===== config.mk =====
export PLATFORM = sky130hd
export DESIGN_NAME = spi_slave
export DESIGN_NICKNAME = d
export VERILOG_FILES = /design/src/rtl/spi_pkg.sv /design/src/rtl/spi_sync_edge.sv /design/src/rtl/spi_slave.sv
export SDC_FILE = /design/constraint.sdc
export NUM_CORES = 1
export LEC_CHECK = 0
export ABC_AREA = 1
export BUFFER_PORTS_ARGS = -buffer_cell sky130_fd_sc_hd__buf_4
export CELL_PAD_IN_SITES_DETAIL_PLACEMENT = 1
export CELL_PAD_IN_SITES_GLOBAL_PLACEMENT = 1
export CORE_MARGIN = 1.5
export CORE_UTILIZATION = 47
export DETAILED_ROUTE_END_ITERATION = 10
export HOLD_SLACK_MARGIN = 0.12
export PLACE_DENSITY = 0.93
export SETUP_SLACK_MARGIN = 0.5
export SYNTH_ARGS = -nofsm -noshare
export SYNTH_HDL_FRONTEND = slang
export SYNTH_HIERARCHICAL = 1
export SYNTH_SLANG_ARGS = --single-unit

===== constraint.sdc =====
create_clock -name clk -period 2.5 [get_ports clk]
set_input_delay 0.125 -clock clk [delete_from_list [all_inputs] [get_ports clk]]
set_output_delay 0.125 -clock clk [all_outputs]
set_load 0.02 [all_outputs]

===== src/rtl/spi_pkg.sv =====
// Shared constants and types for the SPI responder.
package spi_pkg;

  localparam int                  SPI_WIDTH      = 8;
  localparam logic [SPI_WIDTH-1:0] SPI_TX_DEFAULT = 8'hFF;

  typedef enum logic {
    IDLE   = 1'b0,
    ACTIVE = 1'b1
  } spi_state_e;

endpackage


===== src/rtl/spi_sync_edge.sv =====
// Multi-flop synchronizer for one SPI pin with rise/fall detection of the
// synchronized level (last stage vs. one extra registered copy).
module spi_sync_edge #(
  parameter int   SYNC_STAGES = 2,
  parameter logic RESET_VAL   = 1'b0
) (
  input  logic clk,
  input  logic rst_n,
  input  logic d_i,
  output logic level_o,
  output logic rise_o,
  output logic fall_o
);

  logic [SYNC_STAGES-1:0] sync_q;
  logic                   prev_q;

  // Shift the raw pin through the synchronizer and keep one delayed copy.
  // NOTE: sequential state uses non-blocking assignments so every flop
  // samples pre-edge values regardless of statement order.
  always_ff @(posedge clk or negedge rst_n) begin
    if (!rst_n) begin
      sync_q <= {SYNC_STAGES{RESET_VAL}};
      prev_q <= RESET_VAL;
    end else begin
      sync_q <= {sync_q[SYNC_STAGES-2:0], d_i};
      prev_q <= sync_q[SYNC_STAGES-1];
    end
  end

  assign level_o = sync_q[SYNC_STAGES-1];
  assign rise_o  = level_o & ~prev_q;
  assign fall_o  = ~level_o & prev_q;

endmodule


===== src/rtl/spi_slave.sv =====
// SPI mode-0 responder, MSB first, fully oversampled in the clk domain.
// Received words pop out as one-cycle rx_valid pulses; transmit words come
// from a one-entry valid/ready buffer loaded at frame start and after every
// completed word.
module spi_slave
  import spi_pkg::*;
#(
  parameter int               WIDTH       = SPI_WIDTH,
  parameter int               SYNC_STAGES = 2,
  parameter logic [WIDTH-1:0] TX_DEFAULT  = WIDTH'(SPI_TX_DEFAULT)
) (
  input  logic             clk,
  input  logic             rst_n,
  input  logic             cs_n,
  input  logic             sck,
  input  logic             mosi,
  output logic             miso,
  output logic             miso_oe,
  output logic [WIDTH-1:0] rx_data,
  output logic             rx_valid,
  input  logic [WIDTH-1:0] tx_data,
  input  logic             tx_valid,
  output logic             tx_ready,
  output logic             tx_underrun,
  output logic             frame_abort
);

  localparam int CNT_W = $clog2(WIDTH);
  localparam logic [CNT_W-1:0] LAST_BIT = CNT_W'(WIDTH - 1);

  logic cs_level, cs_rise, cs_fall;
  logic sck_level, sck_rise, sck_fall;
  logic mosi_level, unused_mosi_rise, unused_mosi_fall, unused_sck_level;

  spi_sync_edge #(.SYNC_STAGES(SYNC_STAGES), .RESET_VAL(1'b1)) u_sync_cs (
    .clk(clk), .rst_n(rst_n), .d_i(cs_n),
    .level_o(cs_level), .rise_o(cs_rise), .fall_o(cs_fall)
  );
  spi_sync_edge #(.SYNC_STAGES(SYNC_STAGES), .RESET_VAL(1'b0)) u_sync_sck (
    .clk(clk), .rst_n(rst_n), .d_i(sck),
    .level_o(sck_level), .rise_o(sck_rise), .fall_o(sck_fall)
  );
  spi_sync_edge #(.SYNC_STAGES(SYNC_STAGES), .RESET_VAL(1'b0)) u_sync_mosi (
    .clk(clk), .rst_n(rst_n), .d_i(mosi),
    .level_o(mosi_level), .rise_o(unused_mosi_rise), .fall_o(unused_mosi_fall)
  );
  assign unused_sck_level = sck_level;

  spi_state_e       state_q, state_d;
  logic [CNT_W-1:0] bit_cnt_q, bit_cnt_d;
  logic [WIDTH-1:0] rx_shift_q, rx_shift_d, tx_shift_q, tx_shift_d;
  logic [WIDTH-1:0] rx_data_q, rx_data_d, tx_buf_q, tx_buf_d;
  logic             rx_valid_q, rx_valid_d, miso_q, miso_d, miso_oe_q, miso_oe_d;
  logic             tx_full_q, tx_full_d, underrun_q, underrun_d, abort_q, abort_d;
  logic [SYNC_STAGES-1:0] settle_q;
  logic             armed_q;
  logic             load, tx_write, consume;
  logic [WIDTH-1:0] load_word;

  // A cs_n fall is only honoured once cs_n has been seen high after reset,
  // so a master still holding cs_n low across reset cannot start a frame.
  always_ff @(posedge clk or negedge rst_n) begin
    if (!rst_n) begin
      settle_q <= '0;
      armed_q  <= 1'b0;
    end else begin
      settle_q <= {settle_q[SYNC_STAGES-2:0], 1'b1};
      armed_q  <= armed_q | (settle_q[SYNC_STAGES-1] & cs_level);
    end
  end

  // State and datapath registers.
  // NOTE: datapath registers are reset as well so every output has a
  // defined value straight out of reset.
  always_ff @(posedge clk or negedge rst_n) begin
    if (!rst_n) begin
      state_q    <= IDLE;
      bit_cnt_q  <= '0;
      rx_shift_q <= '0;
      tx_shift_q <= '0;
      rx_data_q  <= '0;
      tx_buf_q   <= '0;
      rx_valid_q <= 1'b0;
      miso_q     <= 1'b0;
      miso_oe_q  <= 1'b0;
      tx_full_q  <= 1'b0;
      underrun_q <= 1'b0;
      abort_q    <= 1'b0;
    end else begin
      state_q    <= state_d;
      bit_cnt_q  <= bit_cnt_d;
      rx_shift_q <= rx_shift_d;
      tx_shift_q <= tx_shift_d;
      rx_data_q  <= rx_data_d;
      tx_buf_q   <= tx_buf_d;
      rx_valid_q <= rx_valid_d;
      miso_q     <= miso_d;
      miso_oe_q  <= miso_oe_d;
      tx_full_q  <= tx_full_d;
      underrun_q <= underrun_d;
      abort_q    <= abort_d;
    end
  end

  assign load_word = tx_full_q ? tx_buf_q : TX_DEFAULT;
  assign tx_write  = tx_valid && !tx_full_q;
  assign consume   = load && tx_full_q;

  // Frame FSM, shift registers and tx buffer next-state.
  // NOTE: every variable gets a default first so no path can infer a latch.
  always_comb begin
    state_d    = state_q;
    bit_cnt_d  = bit_cnt_q;
    rx_shift_d = rx_shift_q;
    tx_shift_d = tx_shift_q;
    rx_data_d  = rx_data_q;
    rx_valid_d = 1'b0;
    miso_d     = miso_q;
    miso_oe_d  = miso_oe_q;
    underrun_d = 1'b0;
    abort_d    = 1'b0;
    load       = 1'b0;

    case (state_q)
      IDLE: begin
        miso_oe_d = 1'b0;
        if (cs_fall && armed_q) begin
          load      = 1'b1;
          bit_cnt_d = '0;
          miso_oe_d = 1'b1;
          state_d   = ACTIVE;
        end
      end
      ACTIVE: begin
        if (cs_rise) begin
          // cs_n wins over any simultaneous sck edge.
          state_d   = IDLE;
          miso_oe_d = 1'b0;
          miso_d    = 1'b0;
          bit_cnt_d = '0;
          abort_d   = (bit_cnt_q != '0);
        end else if (sck_rise) begin
          rx_shift_d = {rx_shift_q[WIDTH-2:0], mosi_level};
          if (bit_cnt_q == LAST_BIT) begin
            rx_data_d  = {rx_shift_q[WIDTH-2:0], mosi_level};
            rx_valid_d = 1'b1;
            bit_cnt_d  = '0;
            load       = 1'b1;
          end else begin
            bit_cnt_d = bit_cnt_q + 1'b1;
          end
        end else if (sck_fall && bit_cnt_q != '0) begin
          // Word boundary (bit_cnt 0) holds the freshly loaded MSB.
          tx_shift_d = tx_shift_q << 1;
          miso_d     = tx_shift_q[WIDTH-2];
        end
      end
      default: state_d = IDLE;
    endcase

    if (load) begin
      tx_shift_d = load_word;
      miso_d     = load_word[WIDTH-1];
      underrun_d = !tx_full_q;
    end

    tx_full_d = tx_write | (tx_full_q & ~consume);
    tx_buf_d  = tx_write ? tx_data : tx_buf_q;
  end

  assign miso        = miso_q;
  assign miso_oe     = miso_oe_q;
  assign rx_data     = rx_data_q;
  assign rx_valid    = rx_valid_q;
  assign tx_ready    = ~tx_full_q;
  assign tx_underrun = underrun_q;
  assign frame_abort = abort_q;

endmodule


* Yosys cells after proc, flatten, opt, wreduce, memory -nomap -nowiden
Index checks and enable logic that the tools add are counted.
Word-level totals: bits of input ports 14, logic and storage cells 86, output and inout bits 14, bits in registers 51
Operators by class: multiplexer cells 29, reduce and logical (&&, ||, !) cells 14, add/sub/neg operators 1, equal/unequal tests 7, bitwise logic cells 16
Operators by type and width (count):
- $mux 7 | 5
- $mux 1 | 15
- $mux 3 | 4
- $mux 8 | 1
- $not 1->1 | 8
- $reduce_and 4->1 | 2
- $and 1x1->1 | 6
- $pmux 1 s2 | 3
- $pmux 3 s2 | 1
- $reduce_and 3->1 | 2
- $reduce_bool 3->1 | 2
- $logic_and 1x1->1 | 4
- $ne 2x1->1 const B | 2
- $ne 2x2->1 const B | 2
- $reduce_bool 2->1 | 2
- $add 3x1->3 const B | 1
- $eq 3x3->1 const B | 1
- $ne 3x2->1 const B | 1
- $ne 3x3->1 const B | 1
- $or 1x1->1 | 2
- $reduce_and 2->1 | 1
- $logic_not 1->1 | 1

* Longest topological paths before layout
depth after elaboration 9, depth in mapped cells 10, depth with buffers taken out 10

* Modules after synthesis
Netlist, hierarchy kept.
By module, submodules not included:
- spi_slave | cells an instance 202, times used 1, seq. area each 1076.0 µm², area each 1909.3 µm²
- spi_sync_edge at u_sync_mosi ... | cells an instance 7, times used 2, seq. area each 75.1 µm², area each 90.1 µm²
- spi_sync_edge at u_sync_cs | cells an instance 7, times used 1, seq. area each 78.8 µm², area each 93.8 µm²

* Least setup slack after synthesis
OpenSTA, ideal clock, no wires.
path kind reg2reg, start reg u_sync_cs.sync_q[1], end reg tx_shift_q[2], arrival time 1387 ps, buffers on the path 1, library setup time 65 ps, data required time 2435 ps, stages on the path, launching flop included 10, path slack 1048 ps, clock period less this slack 1452 ps, cells stage by stage dfstp_2 > inv_1 > nor2_1 > nor2_4 > nand2_4 > buf_6 > nand3_2 > nand2_1 > nand3_1 > nand2_1
Between the ends: elaborated cells between the ends (all ways) 13, classes of those cells 2 x eq/ne; 4 x mux; 3 x bitwise; 4 x reduce/logical
RTL lines:
- start: declaration | line spi_sync_edge.sv:15 | logic [SYNC_STAGES-1:0] sync_q;
- start signal: assignment | line spi_sync_edge.sv:23 | sync_q <= {SYNC_STAGES{RESET_VAL}};
- start signal: assignment | line spi_sync_edge.sv:26 | sync_q <= {sync_q[SYNC_STAGES-2:0], d_i};
- $and 1x1->1 * | line spi_sync_edge.sv:32 | assign rise_o = level_o & ~prev_q;
- named net cs_rise | line spi_slave.sv:31 | logic cs_level, cs_rise, cs_fall;
- $mux 1 | line spi_slave.sv:135 | if (cs_rise) begin
- $pmux 1 s2 | line spi_slave.sv:124 | case (state_q)
- $ne 2x1->1 (no source line) or $reduce_bool 2->1 (tied branches)
- $reduce_and 4->1 (no source line)
- end signal: assignment | line spi_slave.sv:93 | tx_shift_q <= tx_shift_d;
- end: declaration | line spi_slave.sv:51 | logic [WIDTH-1:0] rx_shift_q, rx_shift_d, tx_shift_q, tx_shift_d;
The timed path passes the listed nets; every way through them passes the cells marked *. A chain may end at the register's enable or synchronous reset.

* Final worst setup path
start reg u_sync_cs.sync_q[1], end reg tx_shift_q[4]
The elaborated chain is that of the path after synthesis.

==> impl_results.md <==
- Max Slew Vio Count: 0
- Die Y: about 70 um
- Crit-path max FO: 26
- Reg area: 0.00128 sq mm
- Delay of the slowest critical-path stage: 0.56 ns
- CTS tree: done
- Worst Clk Skew: 0.00865 ns
- P per Cell Area: ~850 mW/mm^2
- Post-CTS setup buffers: 0
- Status: complete, no violations
- Worst path cell trace: inv_1, nor2_1, nor2_4, nand2_4, nand3_4, nand2_2, nand2_1, nand2_1
- Worst Hold Class: primary input to flip-flop
- Syn-to-layout area delta: 20.4%
- Highest Clock Rate: 550 MHz
- Pin count of the biggest net entering global routing: 52
- Overflow after GRT: 0
- Worst R2R End: tx_shift_q[4]$_DFFE_PN0P_
- Worst IR drop on VDD: 531 uV
- Initial antenna violation count: 0
- Minimum clock period: approximately 1.8 ns
- Drc violations: 0
- Die W: between 70 and 80 um
- Crit path buf inv count: 1
- Crit-path leading delay family: simple AND/OR/NAND/NOR gates
- Area of the mapped netlist: between 0.002 and 0.0025 sq mm
- Final period utilization: 0.727
- Avg Cell Area, Syn: 9.83 sq um
- CTS root buffer: clkbuf_8
- IO Count: 28
- Row cnt: 24
- Filler cells: ~500
- Post-detailed-route wirelength per cell: between 10 and 15 um
- Crit path kind: flip-flop to flip-flop
- DP Wirelength: 3.05 mm
- WP data required: between 2 and 3 ns
- Worst-skew pair later-pin latency: roughly 0.31 ns
- Placed inst area: ~0.0024 sq mm
- Total Routed Length: roughly 4.3 mm
- Share of cells above drive strength 1: 0.223
- CP startpoint: u_sync_cs/sync_q[1]$_DFF_PN1_
- # clock sinks: just over 50
- RSZ-0062 raised after global routing: no
- Vias: approximately 1600
- Setup total negative slack: 0 ns
- NumNets Final: roughly 280
- Final Hold Viols: 0
- Post-Syn Instances: ~220
- Critical Path Sink: tx_shift_q[4]$_DFFE_PN0P_
- Hold WS: between 0.2 and 0.25 ns
- DRT antenna net count: 0
- First-pass GRT wire length: roughly 7.6 mm
- Crit path top cell by count: nand2_1
- Num CTS Buffers: 5
- Arr. time, crit path: roughly 2 ns
- Port bufs: 27
- Least-Margin Pin Slew: around 0.62 ns
- Relative slew slack: 0.585
- Drt first pass iters: 4
- Ys Warns: 6
- GPL Wtd Cong: around 0.79
- Design area: between 0.002 and 0.003 sq mm
- Core Region: around 0.0044 sq mm
- DRT iter0 DRCs: between 40 and 50
- R2R Path Start: u_sync_cs/sync_q[1]$_DFF_PN1_
- Reg2reg path depth: 8
- PostCTS Resize Cnt: 0
- Final setup viols: 0
- Worst path slowest cell: dfstp_2
- Post-synthesis net count: 235
- Clock Path Buffers: 2
- MaxCap Viol Count: 0
- Number of global-route vias before repair: roughly 1700
- Pleak: approximately 1.3 nW
- CTS H-tree lvls: 2
- Vias per cell: 5.07
- Worst-path clk slew: about 0.090 ns
- Hold-fix buffers at CTS: 12
- Reg2reg setup slack: just under 0.7 ns
- Worst setup EP type: flip-flop
- GRT Total Usage: 0.197
- CP Launch Type: flip-flop
- Initial Util: 0.489
- CP Depth: 8
- Footprint of the multi-input gates: roughly 720 sq um
- Die ar.: roughly 0.0050 sq mm
- Antenna diodes: 0
[per-stage QoR]
step | power, W | cells | util | worst slack, ns
after CTS | 0.00222 | 312 | 0.588 | 0.667
after global placement | 0.00167 | 292 | 0.540 | 0.759
after detailed placement | 0.00172 | 292 | 0.540 | 0.708
after global routing | 0.00236 | 312 | 0.588 | 0.521
after floorplan | 0.00153 | 218 | - | 1.05
final | 0.00220 | 312 | 0.588 | 0.683
[cell usage in the layout, fill, tap and decap left out, types with 3 or more instances in the layout]
cell,count
a21oi_1,6
buf_4,27
clkbuf_8,5
dfrtp_1,48
dfstp_2,3
dlygate4sd3_1,12
ha_1,3
inv_1,23
inv_2,3
mux2_2,3
nand2_1,59
nand2_2,3
nand3_1,13
nand3_2,4
nor2_1,11
o21ai_0,8
o21ai_1,11
[worst min-delay path by stage]
| stage | start | to | slack [ns] | cells past startpoint |
|---|---|---|---|---|
| 4_1_cts | tx_valid | tx_full_q$_DFF_PN0_ | 0.21 | 3 |
| 3_3_place_gp | rst_n | u_sync_sck/sync_q[1]$_DFF_PN0_ | 0.19 | 1 |
| 5_1_grt | tx_valid | tx_full_q$_DFF_PN0_ | 0.28 | 3 |
| 2_1_floorplan | rst_n | armed_q$_DFF_PN0_ | -0.17 | 0 |
| 6_report | tx_valid | tx_full_q$_DFF_PN0_ | 0.20 | 3 |
| 3_5_place_dp | rst_n | bit_cnt_q[0]$_DFFE_PN0P_ | 0.19 | 1 |
[power by group]
part	switching, W	internal, W	total (W)
Clock	0.000284	0.000203	0.000487
Combinational	0.000338	0.000230	0.000568
Sequential	0.000119	0.00103	0.00115
[registers in the layout, summed over array words and instances (netlist names)]
name and cells:
rx_data 8, u_sync_cs/sync_q 2, u_sync_mosi/sync_q 2, miso_oe 1, armed_q 1, u_sync_sck/sync_q 2, state_q 1, tx_shift_q 7
tx_underrun 1, tx_full_q 1, settle_q 2, miso 1, rx_valid 1, bit_cnt_q 3, u_sync_cs/prev_q 1, u_sync_sck/prev_q 1
rx_shift_q 7, frame_abort 1, tx_buf_q 8
[worst min-delay path: stages]
cell	delay (ns)
buf_4	0.08
nand2_2	0.15
o21ai_0	0.12
[metal layers]
layer | vias up | wire [um] | GRT usage
li1 | 768 | - | -
met1 | 785 | 1910 | 0.245
met2 | 23 | 2230 | 0.341
met3 | 5 | 120 | 0.0413
met4 | 0 | 68 | 0.0755
met5 | - | 0 | 0
[area by class of cell]
class / count / share of cell area
repair buffers: 39 / 0.125
clock buffers: 5 / 0.0267
inverters: 26 / 0.0378
multi-input cells: 136 / 0.280
flip-flops and latches: 51 / 0.496
well taps: 52 / 0.0252
clock inverters: 3 / 0.00873
No activity file was read; power rests on OpenSTA's default activity.
